==> src/rtl/button_enable_gen.sv <==
// button_enable_gen: debounces a raw push-button into single-cycle enable pulses with optional auto-repeat.
module button_enable_gen #(
  parameter int SAMPLE_DIV   = 1000,
  parameter int STABLE_COUNT = 4,
  parameter int REPEAT_DELAY = 0,
  parameter int REPEAT_RATE  = 1
) (
  input  logic clock,
  input  logic reset,
  input  logic button_in,
  output logic enable,
  output logic level_out,
  output logic repeat_active
);
  localparam int RPT_MAX = REPEAT_DELAY > REPEAT_RATE ? REPEAT_DELAY : REPEAT_RATE;
  localparam int DIV_W   = SAMPLE_DIV > 1 ? $clog2(SAMPLE_DIV) : 1;
  localparam int STB_W   = STABLE_COUNT > 1 ? $clog2(STABLE_COUNT) : 1;
  localparam int RPT_W   = RPT_MAX > 1 ? $clog2(RPT_MAX) : 1;
  localparam logic [1:0] IDLE = 2'd0, DELAY = 2'd1, REPEAT = 2'd2;

  logic s1, s2;
  logic [DIV_W-1:0] div_cnt;
  logic [STB_W-1:0] stable_cnt;
  logic [RPT_W-1:0] rpt_cnt, rpt_next;
  logic [1:0] state, state_next;
  logic tick, flip, rise, fall, leave, counting, rpt_hit, pulse;

  assign tick = div_cnt == DIV_W'(SAMPLE_DIV - 1);
  assign flip = tick && (s2 != level_out) && stable_cnt == STB_W'(STABLE_COUNT - 1);
  assign rise = flip && s2;
  assign fall = flip && !s2;
  assign leave = state != IDLE && fall;
  assign counting = tick && (state == REPEAT || (state == DELAY && REPEAT_DELAY != 0));
  assign rpt_hit = tick && ((state == DELAY && REPEAT_DELAY != 0 && 32'(rpt_cnt) == REPEAT_DELAY - 1) ||
                            (state == REPEAT && 32'(rpt_cnt) == REPEAT_RATE - 1));

  // Release takes priority over a repeat expiry landing on the same tick.
  always_comb begin
    pulse = (state == IDLE && rise) || (!leave && rpt_hit);
    state_next = leave ? IDLE : (state == IDLE && rise) ? DELAY : rpt_hit ? REPEAT : state;
    rpt_next = (leave || state == IDLE || rpt_hit) ? '0 : counting ? rpt_cnt + 1'b1 : rpt_cnt;
  end

  always_ff @(posedge clock or posedge reset) begin
    if (reset) begin
      s1 <= 1'b0;
      s2 <= 1'b0;
      div_cnt <= '0;
      stable_cnt <= '0;
      level_out <= 1'b0;
    end else begin
      s1 <= button_in;
      s2 <= s1;
      div_cnt <= tick ? '0 : div_cnt + 1'b1;
      stable_cnt <= !tick ? stable_cnt : (s2 == level_out || flip) ? '0 : stable_cnt + 1'b1;
      level_out <= flip ? s2 : level_out;
    end
  end

  always_ff @(posedge clock or posedge reset) begin
    if (reset) begin
      state <= IDLE;
      rpt_cnt <= '0;
      enable <= 1'b0;
      repeat_active <= 1'b0;
    end else begin
      state <= state_next;
      rpt_cnt <= rpt_next;
      enable <= pulse;
      repeat_active <= state_next == REPEAT;
    end
  end
endmodule

==> config.mk <==
export PLATFORM = sky130hd
export DESIGN_NAME = button_enable_gen
export DESIGN_NICKNAME = d
export VERILOG_FILES = /design/src/rtl/button_enable_gen.sv
export SDC_FILE = /design/constraint.sdc
export NUM_CORES = 1
export LEC_CHECK = 0
export BUFFER_PORTS_ARGS = -buffer_cell sky130_fd_sc_hd__clkbuf_2
export CORE_UTILIZATION = 40
export CTS_CLUSTER_DIAMETER = 100
export DETAILED_ROUTE_END_ITERATION = 10
export GPL_TIMING_DRIVEN = 0
export PLACE_DENSITY = 0.6
export REMOVE_ABC_BUFFERS = 1
export SYNTH_ARGS = -nofsm -noshare
export SYNTH_HDL_FRONTEND = slang
export SYNTH_SLANG_ARGS = --single-unit
==> constraint.sdc <==
create_clock -name clock -period 2.5 [get_ports clock]
set_clock_uncertainty 0.1 [all_clocks]
set_input_delay 0.625 -clock clock [delete_from_list [all_inputs] [get_ports clock]]
set_output_delay 0.625 -clock clock [all_outputs]
set_load 0.02 [all_outputs]
==> key figures, run 1 <==
Run status
  – Status: complete, no violations

Clocking
  – Clk_lat worst skew: 0.30 ns
  – Clock Path Buffers: 2
  – CTS buffer count: 3
  – Root Buffer: clkbuf_4
  – Clock transition at the registers of the reported paths: 0.11 ns
  – Post-cts resize count: 0
  – H-tree levels: 1
  – Setup Buffers After CTS: 0
  – CTS tree: done
  – # clock sinks: 20
  – CTS Hold Bufs: 0

Job
  – Max Cap Viol: 0

Worst setup path
  – Crit start category: flop
  – Critical path cell sequence: ha_1 > nand4_2 > nor3_2 > mux2_2
  – CP top delay family: simple AND/OR/NAND/NOR gates
  – Crit Path Class: flop to flop
  – Critical path buffer and inverter count: 0
  – Critical Path RT: 2.59 ns
  – Critical path fanouts, max: 10
  – Critical Path AT: 2.24 ns
  – Worst path max stage delay: 0.68 ns
  – Worst Setup End Kind: flop
  – CP max-delay cell: nor3_2

Logic synthesis
  – Largest cells by area after synthesis: dfrtp_1, nand2_1, xnor2_1
  – Syn Area/Cell: 10.81 sq um
  – Mapped Cells: 87
  – Largest family of logic cells by synthesized area: simple AND/OR/NAND/NOR gates
  – Simple-gate share of the synthesized area: 21.68%
  – Ys flop type: dfrtp_1
  – Synth Area in XOR/XNOR: 3.723%
  – Asr flop ratio synth: 100.0%
  – Yosys top cell area share: 53.19%
  – Mux contribution to synthesized area: 3.989%
  – Netlist cell types: 31
  – Synthesized area: 940.9 sq um
  – Adder-cell area share of the yosys netlist: 2.660%
  – FF+latch count, synth: 20
  – Number of synthesized flops with an enable pin: 0
  – Area leader, netlist: dfrtp_1
  – Sequential area share after synthesis: 53.19%
  – Synth Warn #: 0
  – Compound-Gate Fraction of Synth Area: 12.37%

Power
  – PwrDens: 502.7 nW/um^2
  – P_leak: 0.4545 nW
  – Tot Pwr: 0.5214 mW
  – Worst vdd ir: 0.3141 mV

Layout
  – Layout Utilization: 46.89%
  – Design Area, Final: 1037 sq um
  – N_diodes: 0
  – Net count, final: 102
  – Most flops, register: div_cnt
  – Max reg flops: 10
  – Ratio of cells with drive above 1 in the final layout: 18.75%
  – Largest regs: div_cnt (10), stable_cnt (2), state (2)
  – Area growth syn-to-layout: 10.24%
  – Finished Layout Cells: 124

Timing
  – Tmin final: 2.153 ns
  – Worst setup margin: 0.3466 ns
  – Worst-Margin Slew: 0.7325 ns
  – Worst slew margin: 50.90%
  – Fmax: 0.4644 GHz
  – RSZ-0062 raised after global routing: no
  – Max-slew violation count: 0
  – Setup violators final: 0
  – Setup TNS: 0 ns
  – Final hold slack: 0.2597 ns
  – Fin crit share: 86.14%
  – Hold Vio Cnt, Final: 0

Die
  – Starting Density: 42.53%
  – Core Area: 2212 sq um
  – Die width: 50.50 microns
  – Top-level port count: 6
  – Row Count: 17
  – Chip Height: 50.50 microns
  – Die area: 2550 sq um

Place
  – Placed cells: 120
  – Dpl hpwl: 1.097 mm
  – GP Congestion: 0.7527
  – Dpl ws: 0.3457 ns
  – IO Port Bufs: 5
  – DP Area: 1001 sq um

Global route
  – Number of global-route vias before repair: 632
  – First-pass GRT wire length: 2.746 mm
  – Overflow after GRT: 0
  – Largest net degree at the start of global routing: 21
  – Initial antenna violation count: 0
  – Total GRT Usage: 15.14%

Hold path
  – Worst hold path class: flop to flop

Routing
  – Routed Antenna Nets: 0
  – DR pass1 iterations: 3
  – Via/cell ratio: 5.282
  – Initial DRC count: 5
  – Vias: 655
  – Routed Wire Length: 1.529 mm
  – Routed len/inst: 12.33 microns
  – Final routed DRC violation total: 0
[path summary, 6_finish.rpt]
| check | from | to | slack, ns | cells past startpoint |
|---|---|---|---|---|
| min in group asynchronous | reset | div_cnt[1]$_DFF_PP0_ | 0.31 | 2 |
| setup reg to reg | div_cnt[0]$_DFF_PP0_ | stable_cnt[0]$_DFFE_PP0N_ | 0.35 | 4 |
| max in group asynchronous | reset | state[0]$_DFF_PP0_ | 1.53 | 2 |
| setup / recovery | div_cnt[0]$_DFF_PP0_ | stable_cnt[0]$_DFFE_PP0N_ | 0.35 | 4 |
| hold / removal | s1$_DFF_PP0_ | s2$_DFF_PP0_ | 0.26 | 0 |
| hold reg to reg | s1$_DFF_PP0_ | s2$_DFF_PP0_ | 0.26 | 0 |
[per-layer routing]
metal | track usage (%) | wire [microns] | vias to the layer above
li1 | - | - | 329
met1 | 20.08 | 725 | 314
met2 | 22.22 | 737 | 8
met3 | 2.424 | 34 | 4
met4 | 11.11 | 31 | 0
met5 | 0 | 0 | -
[cells in the mapped netlist, types with 3 or more instances]
library cell	instances
dfrtp_1	20
xnor2_1	3
or3_1	4
inv_1	6
o21ai_0	3
a21oi_1	5
nor2_1	4
nand2_1	8
nand3_1	4
[cell families after synthesis]
kind of cell | count (synthesis)
xor gates and xnor gates | 4
AOI/OAI and AO/OA | 17
and+or+nand+nor | 35
adders and majority gates | 2
buffers and inverters | 6
muxes | 3
DFF | 20
[power breakdown]
group	internal [mW]	leakage, nW	total [mW]	switching (mW)
logic	0.00269	0.173	0.00996	0.00726
registers	0.325	0.260	0.326	0.00123
clock network	0.0888	0.0210	0.185	0.0965
[placed cells by master (no fill, tap or decap), types with 4 or more instances in the layout]
| cell type | n |
|---|---|
| nor2_1 | 4 |
| dfrtp_1 | 20 |
| nand3_1 | 4 |
| nand2_1 | 8 |
| clkbuf_2 | 5 |
| inv_1 | 6 |
| a21oi_1 | 5 |
| or3_1 | 4 |
[cell type report]
cell class	instances	area, sq um
clock buffer	4	36.28
sequential	20	500.5
inverter	6	22.52
timing repair buffer	5	25.02
tap	28	35.03
multi-input combinational	61	417.9
fill	220	1175
Note: power is estimated with default switching activity, not from simulation.
==> run 2: changes to the inputs <==
--- a/config.mk
+++ b/config.mk
@@ -6,6 +6,7 @@
 export NUM_CORES = 1
 export LEC_CHECK = 0
 export BUFFER_PORTS_ARGS = -buffer_cell sky130_fd_sc_hd__clkbuf_2
+export CORE_ASPECT_RATIO = 0.8
 export CORE_UTILIZATION = 40
 export CTS_CLUSTER_DIAMETER = 100
 export DETAILED_ROUTE_END_ITERATION = 10
==> key figures, run 2 (synthesis gave the netlist of run 1 again) <==
Layout
  – N_diodes: 0
  – Design Area, Final: 1020 sq um
  – Largest regs: div_cnt (10), stable_cnt (2), state (2)
  – Area growth syn-to-layout: 8.378%
  – Net count, final: 102
  – Ratio of cells with drive above 1 in the final layout: 17.89%
  – Max reg flops: 10
  – Most frequent cells in the layout: dfrtp_1, nand2_1, inv_1
  – Leading cell type in the layout, fill and taps excluded: dfrtp_1
  – Most flops, register: div_cnt
  – Filler cells: 217

Worst setup path
  – RR Endpoint: stable_cnt[0]$_DFFE_PP0N_
  – Critical Path AT: 2.23 ns
  – Worst Setup End Kind: flop
  – Worst r2r src: div_cnt[0]$_DFF_PP0_
  – R2r setup slk: 0.35 ns
  – Crit start category: flop
  – Critical Path RT: 2.58 ns
  – Worst path max stage delay: 0.67 ns
  – Crit Path Class: flop to flop
  – FF-to-FF path depth: 4
  – CP max-delay cell: nor3_2
  – Critical path fanouts, max: 10
  – Critical path cell sequence: ha_1 > nand4_2 > nor3_2 > mux2_2

Timing
  – Worst setup margin: 0.3511 ns
  – Tmin final: 2.149 ns
  – Setup violators final: 0
  – Fin crit share: 85.96%
  – Setup TNS: 0 ns
  – Max-slew violation count: 0
  – Worst-Margin Slew: 0.7413 ns
  – Fmax: 0.4653 GHz
  – RSZ-0062 raised after global routing: no
  – Hold Vio Cnt, Final: 0
  – Final hold slack: 0.2601 ns
  – Worst slew margin: 50.53%

Clocking
  – Clock transition at the registers of the reported paths: 0.10 ns
  – Clock Path Buffers: 2
  – H-tree levels: 1
  – Clk_lat worst skew: 0.29 ns
  – CTS buffer count: 3
  – Post-cts resize count: 0
  – # clock sinks: 20
  – Root Buffer: clkbuf_4
  – CTS tree: done
  – Setup Buffers After CTS: 0
  – CTS Hold Bufs: 0

Place
  – GP Congestion: 0.7972
  – DP Area: 997.2 sq um
  – Dpl ws: 0.3531 ns
  – Dpl hpwl: 1.096 mm
  – IO Port Bufs: 5

Routing
  – Via/cell ratio: 5.492
  – Routed Wire Length: 1.587 mm
  – Routed len/inst: 13.23 microns
  – Initial DRC count: 18
  – Final routed DRC violation total: 0
  – Routed Antenna Nets: 0
  – DR pass1 iterations: 5
  – Vias: 659

Global route
  – Largest net degree at the start of global routing: 21
  – Overflow after GRT: 0
  – First-pass GRT wire length: 2.725 mm
  – Number of global-route vias before repair: 602
  – Total GRT Usage: 14.63%
  – Initial antenna violation count: 0

Power
  – Worst vdd ir: 0.2697 mV
  – P_leak: 0.4473 nW
  – Tot Pwr: 0.4784 mW
  – PwrDens: 469.2 nW/um^2

Hold path
  – Hold Path End: s2$_DFF_PP0_
  – Worst hold path class: flop to flop
  – Hold path start: s1$_DFF_PP0_
  – WHS Path Cells: 0

Die
  – Starting Density: 42.85%
  – Chip Height: 45.38 microns
  – Top-level port count: 6
  – Row Count: 15
  – Core Area: 2196 sq um
  – Die width: 56.23 microns
  – Die area: 2551 sq um

Job
  – Max Cap Viol: 0

Run status
  – Status: complete, no violations
==> run 2: critical path, delay by kind of cell, from the launching register on <==
family	cells	cell delay, ns
multiplexers	1	0.41
AND/OR/NAND/NOR	2	0.90
flip-flops	1	0.38
adder cells (fa/ha/maj)	1	0.26
==> run 2: metrics by stage <==
step           utilization [%]  instances
3_5_place_dp             45.41        117
6_report                 46.44        120
5_1_grt                  46.44        120
2_1_floorplan                -         87
3_3_place_gp             45.41        117
4_1_cts                  46.44        120
==> run 2: how the worst max path moves through the flow <==
stage,startpoint,end,slack (ns),depth (start not counted)
after floorplan,div_cnt[0]$_DFF_PP0_,level_out$_DFFE_PP0P_,0.67,4
after global placement,div_cnt[0]$_DFF_PP0_,stable_cnt[1]$_DFFE_PP0N_,0.39,4
after detailed placement,div_cnt[0]$_DFF_PP0_,stable_cnt[0]$_DFFE_PP0N_,0.35,4
after CTS,div_cnt[0]$_DFF_PP0_,stable_cnt[0]$_DFFE_PP0N_,0.33,4
after global routing,div_cnt[0]$_DFF_PP0_,stable_cnt[1]$_DFFE_PP0N_,0.20,4
final,div_cnt[0]$_DFF_PP0_,stable_cnt[0]$_DFFE_PP0N_,0.35,4
==> run 2: layer usage <==
layer | vias to the layer above | routed length [microns] | track usage [%] | part of all wire (%)
met3 | 2 | 64 | 5.966 | 4.0
met2 | 10 | 653 | 21.67 | 41
met1 | 319 | 857 | 20.51 | 54
met5 | - | 0 | 0 | 0
met4 | 0 | 11 | 2.927 | 0.69
li1 | 328 | - | - | -
==> run 2: layout make-up <==
cell class | count | area, sq um | area share (%)
Multi-Input combinational cell | 61 | 417.9 | 40.98
Clock buffer | 3 | 22.52 | 2.209
Tap cell | 25 | 31.28 | 3.067
Sequential cell | 20 | 500.5 | 49.08
Timing Repair Buffer | 5 | 25.02 | 2.454
Inverter | 6 | 22.52 | 2.209
==> run 2: power breakdown <==
part | internal (mW) | leakage, nW | total (mW) | switching (mW)
Sequential | 0.325 | 0.260 | 0.326 | 0.00142
Clock | 0.0560 | 0.0138 | 0.142 | 0.0860
Combinational | 0.00269 | 0.173 | 0.0101 | 0.00744
==> run 3: changes to the inputs <==
--- a/config.mk
+++ b/config.mk
@@ -6,7 +6,7 @@
 export NUM_CORES = 1
 export LEC_CHECK = 0
 export BUFFER_PORTS_ARGS = -buffer_cell sky130_fd_sc_hd__clkbuf_2
-export CORE_ASPECT_RATIO = 0.8
+export CORE_ASPECT_RATIO = 0.9
 export CORE_UTILIZATION = 40
 export CTS_CLUSTER_DIAMETER = 100
 export DETAILED_ROUTE_END_ITERATION = 10
==> key figures, run 3 (synthesis gave the netlist of run 1 again) <==
Timing
  – Setup violators final: 0
  – Fmax: 0.4662 GHz
  – Setup TNS: 0 ns
  – Worst slew margin: 51.61%
  – Tmin final: 2.145 ns
  – Worst-Margin Slew: 0.7250 ns
  – Hold Vio Cnt, Final: 0
  – RSZ-0062 raised after global routing: no
  – Max-slew violation count: 0
  – Fin crit share: 85.81%

Routing
  – Vias: 654
  – Final routed DRC violation total: 0
  – Wl on met1: 731 microns
  – Routed Wire Length: 1.497 mm
  – Initial DRC count: 11
  – Via/cell ratio: 5.317
  – Top Metal Used: met4
  – Met2 routed WL: 671 microns
  – DR pass1 iterations: 4
  – Met3 routed WL: 80 microns
  – Routed len/inst: 12.17 microns
  – Routed Antenna Nets: 0

Power
  – NetSw: 0.1003 mW
  – Worst vdd ir: 0.3283 mV
  – Clock power share: 34.9%
  – Internal: 0.4164 mW
  – Combinational Power Share: 1.9%
  – Switching share of power: 19.42%
  – PwrDens: 498.8 nW/um^2
  – Tot Pwr: 0.5167 mW
  – P_leak: 0.4545 nW
  – Register share of total power: 63.1%

Layout
  – Max reg flops: 10
  – Ratio of cells with drive above 1 in the final layout: 18.75%
  – Most frequent cells in the layout: dfrtp_1, nand2_1, inv_1
  – Filler cells: 211
  – Leading cell type in the layout, fill and taps excluded: dfrtp_1
  – Design Area, Final: 1036 sq um
  – N_diodes: 0
  – Net count, final: 102
  – Area growth syn-to-layout: 10.11%
  – Largest regs: div_cnt (10), stable_cnt (2), state (2)
  – Most flops, register: div_cnt
  – Layout Utilization: 47.05%

Hold path
  – Hold path start: s1$_DFF_PP0_
  – WHS Path Cells: 0
  – Hold Path End: s2$_DFF_PP0_
  – Worst hold path class: flop to flop

Clocking
  – Clk_lat worst skew: 0.29 ns
  – CTS Hold Bufs: 0
  – CTS buffer count: 3
  – CTS tree: done
  – # clock sinks: 20
  – Clock Path Buffers: 2
  – Post-cts resize count: 0
  – Clock transition at the registers of the reported paths: 0.10 ns
  – Root Buffer: clkbuf_4
  – H-tree levels: 1
  – Setup Buffers After CTS: 0

Die
  – Die area: 2551 sq um
  – Chip Height: 48.01 microns
  – Core Area: 2202 sq um
  – Top-level port count: 6
  – Starting Density: 42.73%
  – Die width: 53.13 microns
  – Row Count: 16

Worst setup path
  – Critical path fanouts, max: 10
  – Critical path cell sequence: ha_1 > nand4_2 > nor3_2 > mux2_2
  – Worst path max stage delay: 0.66 ns
  – Worst r2r src: div_cnt[0]$_DFF_PP0_
  – RR Endpoint: stable_cnt[1]$_DFFE_PP0N_
  – FF-to-FF path depth: 4
  – R2r setup slk: 0.35 ns
  – CP max-delay cell: nor3_2
  – Crit Path Class: flop to flop
  – Worst Setup End Kind: flop
  – Critical Path RT: 2.59 ns
  – Crit start category: flop
  – Critical Path AT: 2.23 ns

Place
  – DP Area: 999.7 sq um
  – IO Port Bufs: 5
  – Dpl hpwl: 1.085 mm
  – GP Congestion: 0.7199

Run status
  – Status: complete, no violations

Global route
  – Total GRT Usage: 15.83%
  – Overflow after GRT: 0
  – Largest net degree at the start of global routing: 21
  – Number of global-route vias before repair: 606
  – First-pass GRT wire length: 2.684 mm
  – Initial antenna violation count: 0

Job
  – Max Cap Viol: 0
==> run 3: cell types whose count changed in the layout (fill, tap and decap cells not counted), sizes merged <==
cell / previous run / this run
clkbuf: 8 / 9
==> run 3: metal layers <==
layer  global-route usage (%)  vias to the layer above
li1                         -                      330
met1                    22.04                      309
met2                    22.53                       13
met3                    6.667                        2
met4                    4.737                        0
met5                        0                        -
==> run 3: through the flow <==
stage,hold slack (ns),instances,setup WS (ns)
finish,0.2586,123,0.3548
global route,0.2792,123,0.1830
CTS,0.2633,123,0.3164
detailed placement,0.2370,119,0.3362
global placement,0.2368,119,0.3387
floorplan,0.2312,87,0.6687
==> run 3: worst max-delay path, delay by kind of cell (launching register included) <==
kind | cells | cell delay [ns]
simple gates | 2 | 0.90
mux | 1 | 0.41
fa+ha+maj | 1 | 0.25
flops | 1 | 0.38
==> run 3: how the worst max path moves through the flow <==
stage | startpoint | to | slack [ns]
detailed placement | div_cnt[0]$_DFF_PP0_ | stable_cnt[1]$_DFFE_PP0N_ | 0.34
finish | div_cnt[0]$_DFF_PP0_ | stable_cnt[1]$_DFFE_PP0N_ | 0.35
CTS | div_cnt[0]$_DFF_PP0_ | stable_cnt[1]$_DFFE_PP0N_ | 0.32
global route | div_cnt[0]$_DFF_PP0_ | stable_cnt[0]$_DFFE_PP0N_ | 0.18
floorplan | div_cnt[0]$_DFF_PP0_ | level_out$_DFFE_PP0P_ | 0.67
global placement | div_cnt[0]$_DFF_PP0_ | stable_cnt[1]$_DFFE_PP0N_ | 0.34
==> run 3: cell type report <==
cell class | count | area [sq um] | area share (%)
sequential | 20 | 500.5 | 48.31
multi-input combinational | 61 | 417.9 | 40.34
clock buffer | 4 | 36.28 | 3.502
tap | 27 | 33.78 | 3.261
timing repair buffer | 5 | 25.02 | 2.415
inverter | 6 | 22.52 | 2.174
==> run 3: power groups by stage <==
stage	Combinational (mW)	Sequential [mW]	Clock [mW]
final	0.00995	0.326	0.181
after global routing	0.0121	0.327	0.204
after CTS	0.0108	0.326	0.191
after detailed placement	0.0107	0.333	0
after global placement	0.0109	0.333	0
after floorplan	0.00724	0.332	0
